<file path="src/rtl/mem_port_arbiter_if.sv">
// rtl/mem_port_arbiter_if.sv - requester and memory-side signal bundle for the unified memory port arbiter
interface mem_port_arbiter_if #(
    parameter int ADDR_W = 32,
    parameter int DATA_W = 32
);
    logic              i_req;
    logic [ADDR_W-1:0] i_addr;
    logic              i_ready;
    logic [DATA_W-1:0] i_rdata;
    logic              d_req;
    logic              d_we;
    logic [ADDR_W-1:0] d_addr;
    logic [DATA_W-1:0] d_wdata;
    logic              d_ready;
    logic [DATA_W-1:0] d_rdata;
    logic              mem_req;
    logic              mem_we;
    logic [ADDR_W-1:0] mem_addr;
    logic [DATA_W-1:0] mem_wdata;
    logic              mem_ack;
    logic [DATA_W-1:0] mem_rdata;

    // The arbiter serves the requesters and drives the memory.
    modport slave (
        input  i_req, i_addr, d_req, d_we, d_addr, d_wdata, mem_ack, mem_rdata,
        output i_ready, i_rdata, d_ready, d_rdata, mem_req, mem_we, mem_addr, mem_wdata
    );

    modport master (
        output i_req, i_addr, d_req, d_we, d_addr, d_wdata, mem_ack, mem_rdata,
        input  i_ready, i_rdata, d_ready, d_rdata, mem_req, mem_we, mem_addr, mem_wdata
    );
endinterface

</file>
<file path="src/rtl/mem_port_arbiter.sv">
// rtl/mem_port_arbiter.sv - shares one memory port between instruction fetch and data access
module mem_port_arbiter #(
    parameter int ADDR_W     = 32,
    parameter int DATA_W     = 32,
    parameter int STARVE_MAX = 4
) (
    input  logic                clk,
    input  logic                reset,
    mem_port_arbiter_if.slave   bus,
    output logic                busy
);
    typedef enum logic [1:0] {IDLE, BUSY, RESP} state_t;

    localparam logic [3:0] STARVE_LIM = 4'(STARVE_MAX);

    state_t            state_q, state_d;
    logic              win_d_q, win_d_d;
    logic [3:0]        starve_q, starve_d;
    logic              mem_req_q, mem_req_d;
    logic              mem_we_q, mem_we_d;
    logic [ADDR_W-1:0] mem_addr_q, mem_addr_d;
    logic [DATA_W-1:0] mem_wdata_q, mem_wdata_d;
    logic              i_ready_q, i_ready_d;
    logic              d_ready_q, d_ready_d;
    logic [DATA_W-1:0] i_rdata_q, i_rdata_d;
    logic [DATA_W-1:0] d_rdata_q, d_rdata_d;
    logic              busy_q, busy_d;
    logic              grant_i;

    always_ff @(posedge clk) begin
        if (reset) begin
            state_q     <= IDLE;
            win_d_q     <= 1'b0;
            starve_q    <= '0;
            mem_req_q   <= 1'b0;
            mem_we_q    <= 1'b0;
            mem_addr_q  <= '0;
            mem_wdata_q <= '0;
            i_ready_q   <= 1'b0;
            d_ready_q   <= 1'b0;
            i_rdata_q   <= '0;
            d_rdata_q   <= '0;
            busy_q      <= 1'b0;
        end else begin
            state_q     <= state_d;
            win_d_q     <= win_d_d;
            starve_q    <= starve_d;
            mem_req_q   <= mem_req_d;
            mem_we_q    <= mem_we_d;
            mem_addr_q  <= mem_addr_d;
            mem_wdata_q <= mem_wdata_d;
            i_ready_q   <= i_ready_d;
            d_ready_q   <= d_ready_d;
            i_rdata_q   <= i_rdata_d;
            d_rdata_q   <= d_rdata_d;
            busy_q      <= busy_d;
        end
    end

    always_comb begin
        state_d     = state_q;
        win_d_d     = win_d_q;
        starve_d    = starve_q;
        mem_req_d   = mem_req_q;
        mem_we_d    = mem_we_q;
        mem_addr_d  = mem_addr_q;
        mem_wdata_d = mem_wdata_q;
        i_ready_d   = 1'b0;
        d_ready_d   = 1'b0;
        i_rdata_d   = i_rdata_q;
        d_rdata_d   = d_rdata_q;
        grant_i     = 1'b0;

        case (state_q)
            IDLE: begin
                if (!bus.i_req) starve_d = '0;
                if (bus.i_req || bus.d_req) begin
                    // D wins contention unless I has already waited out STARVE_MAX grants.
                    grant_i   = bus.i_req && (!bus.d_req || starve_q == STARVE_LIM);
                    win_d_d   = !grant_i;
                    mem_req_d = 1'b1;
                    state_d   = BUSY;
                    if (grant_i) begin
                        mem_we_d    = 1'b0;
                        mem_addr_d  = bus.i_addr;
                        mem_wdata_d = '0;
                        starve_d    = '0;
                    end else begin
                        mem_we_d    = bus.d_we;
                        mem_addr_d  = bus.d_addr;
                        mem_wdata_d = bus.d_wdata;
                        if (bus.i_req && starve_q != STARVE_LIM) starve_d = starve_q + 4'd1;
                    end
                end
            end
            BUSY: begin
                if (bus.mem_ack) begin
                    mem_req_d = 1'b0;
                    state_d   = RESP;
                    if (win_d_q) begin
                        d_ready_d = 1'b1;
                        if (!mem_we_q) d_rdata_d = bus.mem_rdata;
                    end else begin
                        i_ready_d = 1'b1;
                        i_rdata_d = bus.mem_rdata;
                    end
                end
            end
            RESP: state_d = IDLE;
            default: state_d = IDLE;
        endcase

        busy_d = (state_d != IDLE);
    end

    assign bus.mem_req   = mem_req_q;
    assign bus.mem_we    = mem_we_q;
    assign bus.mem_addr  = mem_addr_q;
    assign bus.mem_wdata = mem_wdata_q;
    assign bus.i_ready   = i_ready_q;
    assign bus.d_ready   = d_ready_q;
    assign bus.i_rdata   = i_rdata_q;
    assign bus.d_rdata   = d_rdata_q;
    assign busy          = busy_q;
endmodule

</file>
<file path="src/flat_wrapper.sv">
// flat-port wrapper written by rule: the top's interface ports become plain ports
module mem_port_arbiter_flat 
#(
    parameter int ADDR_W     = 32,
    parameter int DATA_W     = 32,
    parameter int STARVE_MAX = 4
)
  (clk, reset, busy, bus_i_req, bus_i_addr, bus_d_req, bus_d_we, bus_d_addr, bus_d_wdata, bus_mem_ack, bus_mem_rdata, bus_i_ready, bus_i_rdata, bus_d_ready, bus_d_rdata, bus_mem_req, bus_mem_we, bus_mem_addr, bus_mem_wdata);
  mem_port_arbiter_if #(.ADDR_W(ADDR_W), .DATA_W(DATA_W)) bus_i ();
  input  logic clk;
  input  logic reset;
  output logic busy;
  input wire logic [$bits(bus_i.i_req)-1:0] bus_i_req;
  input wire logic [$bits(bus_i.i_addr)-1:0] bus_i_addr;
  input wire logic [$bits(bus_i.d_req)-1:0] bus_d_req;
  input wire logic [$bits(bus_i.d_we)-1:0] bus_d_we;
  input wire logic [$bits(bus_i.d_addr)-1:0] bus_d_addr;
  input wire logic [$bits(bus_i.d_wdata)-1:0] bus_d_wdata;
  input wire logic [$bits(bus_i.mem_ack)-1:0] bus_mem_ack;
  input wire logic [$bits(bus_i.mem_rdata)-1:0] bus_mem_rdata;
  output wire logic [$bits(bus_i.i_ready)-1:0] bus_i_ready;
  output wire logic [$bits(bus_i.i_rdata)-1:0] bus_i_rdata;
  output wire logic [$bits(bus_i.d_ready)-1:0] bus_d_ready;
  output wire logic [$bits(bus_i.d_rdata)-1:0] bus_d_rdata;
  output wire logic [$bits(bus_i.mem_req)-1:0] bus_mem_req;
  output wire logic [$bits(bus_i.mem_we)-1:0] bus_mem_we;
  output wire logic [$bits(bus_i.mem_addr)-1:0] bus_mem_addr;
  output wire logic [$bits(bus_i.mem_wdata)-1:0] bus_mem_wdata;
  assign bus_i.i_req = bus_i_req;
  assign bus_i.i_addr = bus_i_addr;
  assign bus_i.d_req = bus_d_req;
  assign bus_i.d_we = bus_d_we;
  assign bus_i.d_addr = bus_d_addr;
  assign bus_i.d_wdata = bus_d_wdata;
  assign bus_i.mem_ack = bus_mem_ack;
  assign bus_i.mem_rdata = bus_mem_rdata;
  assign bus_i_ready = bus_i.i_ready;
  assign bus_i_rdata = bus_i.i_rdata;
  assign bus_d_ready = bus_i.d_ready;
  assign bus_d_rdata = bus_i.d_rdata;
  assign bus_mem_req = bus_i.mem_req;
  assign bus_mem_we = bus_i.mem_we;
  assign bus_mem_addr = bus_i.mem_addr;
  assign bus_mem_wdata = bus_i.mem_wdata;
  mem_port_arbiter #(.ADDR_W(ADDR_W), .DATA_W(DATA_W), .STARVE_MAX(STARVE_MAX)) u_core (.clk(clk), .reset(reset), .bus(bus_i), .busy(busy));
endmodule
</file>
<file path="config.mk">
export PLATFORM = sky130hd
export DESIGN_NAME = mem_port_arbiter_flat
export DESIGN_NICKNAME = d
export VERILOG_FILES = /design/src/rtl/mem_port_arbiter_if.sv /design/src/rtl/mem_port_arbiter.sv /design/src/flat_wrapper.sv
export SDC_FILE = /design/constraint.sdc
export NUM_CORES = 1
export LEC_CHECK = 0
export CAP_MARGIN = 0
export CORE_UTILIZATION = 39
export DETAILED_ROUTE_END_ITERATION = 10
export PLACE_DENSITY = 0.77
export SYNTH_ARGS = -nofsm -noshare
export SYNTH_HDL_FRONTEND = slang
export SYNTH_SLANG_ARGS = --single-unit
</file>
<file path="constraint.sdc">
create_clock -name clk -period 1.6 [get_ports clk]
set_input_delay 0.48 -clock clk [delete_from_list [all_inputs] [get_ports clk]]
set_output_delay 0.48 -clock clk [all_outputs]
set_load 0.05 [all_outputs]
</file>
==> impl_metrics.json <==
{
  "met3_length_um": 1560,
  "io_buffers": 266,
  "yosysWarningCount": 0,
  "grt-ovfl-total": 0,
  "dieArea_um2": 16600,
  "io-pin-count": 267,
  "power.density_nw_per_um2": 943,
  "n_fill_cell": 1080,
  "top_layer_used": "met4",
  "finalMaxSlewViolations": 0,
  "end_kind": "flip-flop",
  "cellLeakagePower_nw": 4.05,
  "clkTransAtPathRegs_ns": 0.06,
  "dr_total_vias": 6458,
  "cp-start-kind": "flip-flop",
  "cts_root_buffer": "clkbuf_16",
  "first_iter_violations": 378,
  "worstMarginPinSlew_ns": 0.390,
  "gp_congestion": 0.808,
  "synth_top_cell_by_area": "dfxtp_1",
  "arrival_ns": 1.88,
  "tritoncts": "done",
  "routed_via_density": 5.56,
  "core.rowCount": 46,
  "drive_gt1_share_pct": 29.4,
  "detail_route.first_pass.iterations": 4,
  "tns_ns": 0,
  "post_cts_buffers": 0,
  "syn2layout_area_growth_pct": 82.9,
  "cp_max_fo": 27,
  "status": "completed",
  "syn_inst": 694,
  "hold_slack_ns": 0.384,
  "syn_area_um2": 6280,
  "track_usage_pct": 25.3,
  "setup_viol": 0,
  "min_period_over_period_pct": 98.1,
  "ys_seq_area_share_pct": 44.6,
  "antenna_left": 0,
  "hp-class": "input pin to flip-flop",
  "wire_per_inst_um": 18.6,
  "core_area_um2": 15800,
  "max-vdd-ir-drop_v": 0.000775,
  "clkLatencyLatePin_ns": 0.42,
  "worstPathRequired_ns": 1.91,
  "avgSynthCellArea_um2": 9.05,
  "synthTopCellsByArea": "dfxtp_1 (45%), a21oi_1 (11%), a2111oi_2 (7.6%)",
  "nets": 1069,
  "grt_max_degree": 62,
  "antenna_found_initial": 0,
  "dp_hpwl_um": 14500,
  "synth_nets": 830,
  "ctsHoldBuffers": 0,
  "relSlewSlack_pct": 74.0,
  "critPathKind": "flip-flop to flip-flop",
  "cts_buffers": 17,
  "cts-htree-levels": 4,
  "fmax_ghz": 0.637,
  "met2_length_um": 10600,
  "start_util_pct": 39.7,
  "clock_path_buffers": 2,
  "wirelength_um": 21600,
  "hold_violations": 0,
  "ys_seq_elements": 140,
  "synth_cell_types": 35,
  "antenna_cells": 0,
  "wl_met1_um": 8810,
  "grt_pass1_wl_um": 32700,
  "drc": 0,
  "final_core_util_pct": 72.6,
  "chipWidth_um": 129,
  "fin_crit_ns": 1.57,
  "synth_top_cell_area_share_pct": 44.6,
  "grt_pass1_vias": 6102,
  "drv_cap": 0,
  "finClkSkew_ns": 0.0118,
  "die_h_um": 129,
  "cts.sink_count": 140
}
-- per-stage QoR --
stage	setup slack [ns]	total power, mW	area [um2]	cells
after detailed placement	-0.533	6.97	10700	1130
after CTS	0.0157	10.8	11300	1161
final	0.0299	10.8	11500	1161
after global routing	-0.0398	11.2	11500	1161
after floorplan	0.0787	5.36	6280	694
after global placement	-0.535	6.93	10700	1130
-- worst max-delay path, stage by stage, from the launching register on --
cell	delay, ns
dfxtp_1	0.31
inv_1	0.09
ha_4	0.16
nand4b_4	0.17
buf_12	0.23
and4b_1	0.21
nor4_2	0.29
-- layout make-up --
cell class | count | area (um2) | share of cell area, %
Sequential cell | 140 | 2800 | 24.4
Tap cell | 216 | 270 | 2.35
Timing Repair Buffer | 308 | 4540 | 39.5
Clock buffer | 21 | 460 | 4.01
Multi-Input combinational cell | 463 | 3290 | 28.6
Clock inverter | 10 | 116 | 1.01
Inverter | 3 | 11.3 | 0.0980
-- sequential cells by signal (all words and copies together) (netlist names) --
name	cells
u_core.bus.d_rdata	32
u_core.bus.d_ready	1
u_core.bus.i_rdata	32
u_core.bus.i_ready	1
u_core.bus.mem_addr	32
u_core.bus.mem_req	1
u_core.bus.mem_wdata	32
u_core.bus.mem_we	1
u_core.busy	1
u_core.starve_q	4
u_core.state_q	2
u_core.win_d_q	1
-- synth_stat cells --
cell         n
dfxtp_1    140
a21oi_1    134
nand2_1     70
o21ai_1     53
clkbuf_1    48
nand4_1     36
nand3_1     34
and4b_1     33
buf_2       33
a2111oi_2   32
nor4_2      30
o21ai_0     12
buf_4        4
inv_1        3
nor2_1       3
a211oi_1     2
a31oi_1      2
and2_1       2
buf_6        2
ha_1         2
nand3b_1     2
nand4b_1     2
nor4_1       2
or2_1        2
and3b_1      1
buf_1        1
nand2b_1     1
nand2b_2     1
nand4b_4     1
nand4bb_1    1
nor2_2       1
nor2b_1      1
nor3_1       1
nor4bb_1     1
or3_1        1
-- power by group --
group | switching [mW] | leakage (nW) | internal (mW) | total (mW)
sequential | 0.222 | 1.14 | 3.70 | 3.92
combinational | 1.59 | 2.63 | 1.44 | 3.03
clock | 1.52 | 0.279 | 2.37 | 3.89
total | 3.33 | 4.05 | 7.50 | 10.8
-- cell families after synthesis --
group	after synthesis	synth area share [%]
AOI/OAI and AO/OA	235	23.9
adders and majority gates	2	0.398
buffers and inverters	91	6.57
DFF	140	44.6
and+or+nand+nor	226	24.5
-- timing repair --
| action | 4_1_cts | 5_1_grt |
|---|---|---|
| setup endpoints to repair | 65 | 32 |
| hold endpoints to repair | 0 | 0 |
| cloned | 0 | 0 |
| gates resized for setup | 2 | 17 |
-- worst paths after layout --
path                            slack (ns)  cells after the start                                   to                               start
worst max register to register        0.03                      6  u_core.bus.mem_addr[6]$_SDFFE_PP0P_     u_core.starve_q[1]$_SDFFE_PP0N_
worst max-delay path                  0.03                      6  u_core.bus.mem_addr[6]$_SDFFE_PP0P_     u_core.starve_q[1]$_SDFFE_PP0N_
worst min-delay path                  0.38                      2       u_core.bus.mem_we$_SDFFE_PP0P_                               reset
worst min register to register        0.49                      2   u_core.bus.i_rdata[5]$_SDFFE_PP0P_  u_core.bus.i_rdata[5]$_SDFFE_PP0P_
-- cell usage in the layout (no fill, tap or decap), types with 3 or more instances in the layout --
cell and instances:
buf_12 152, a2111oi_4 14, nand2_1 70, nor4_2 30
clkinv_2 3, clkbuf_16 17, a21oi_1 134, o21ai_1 53
buf_4 24, nand3_1 34, o21ai_0 12, nand4_1 36
clkdlybuf4s50_1 130, a2111oi_2 18, dfxtp_1 140, and4b_1 33
-- metal layers --
metal	GRT usage, %	up-vias
met4	11.6	0
met3	7.98	52
met1	30.9	3104
met5	0	-
li1	-	3060
met2	40.6	242
Power figures use the tool's default switching activity.
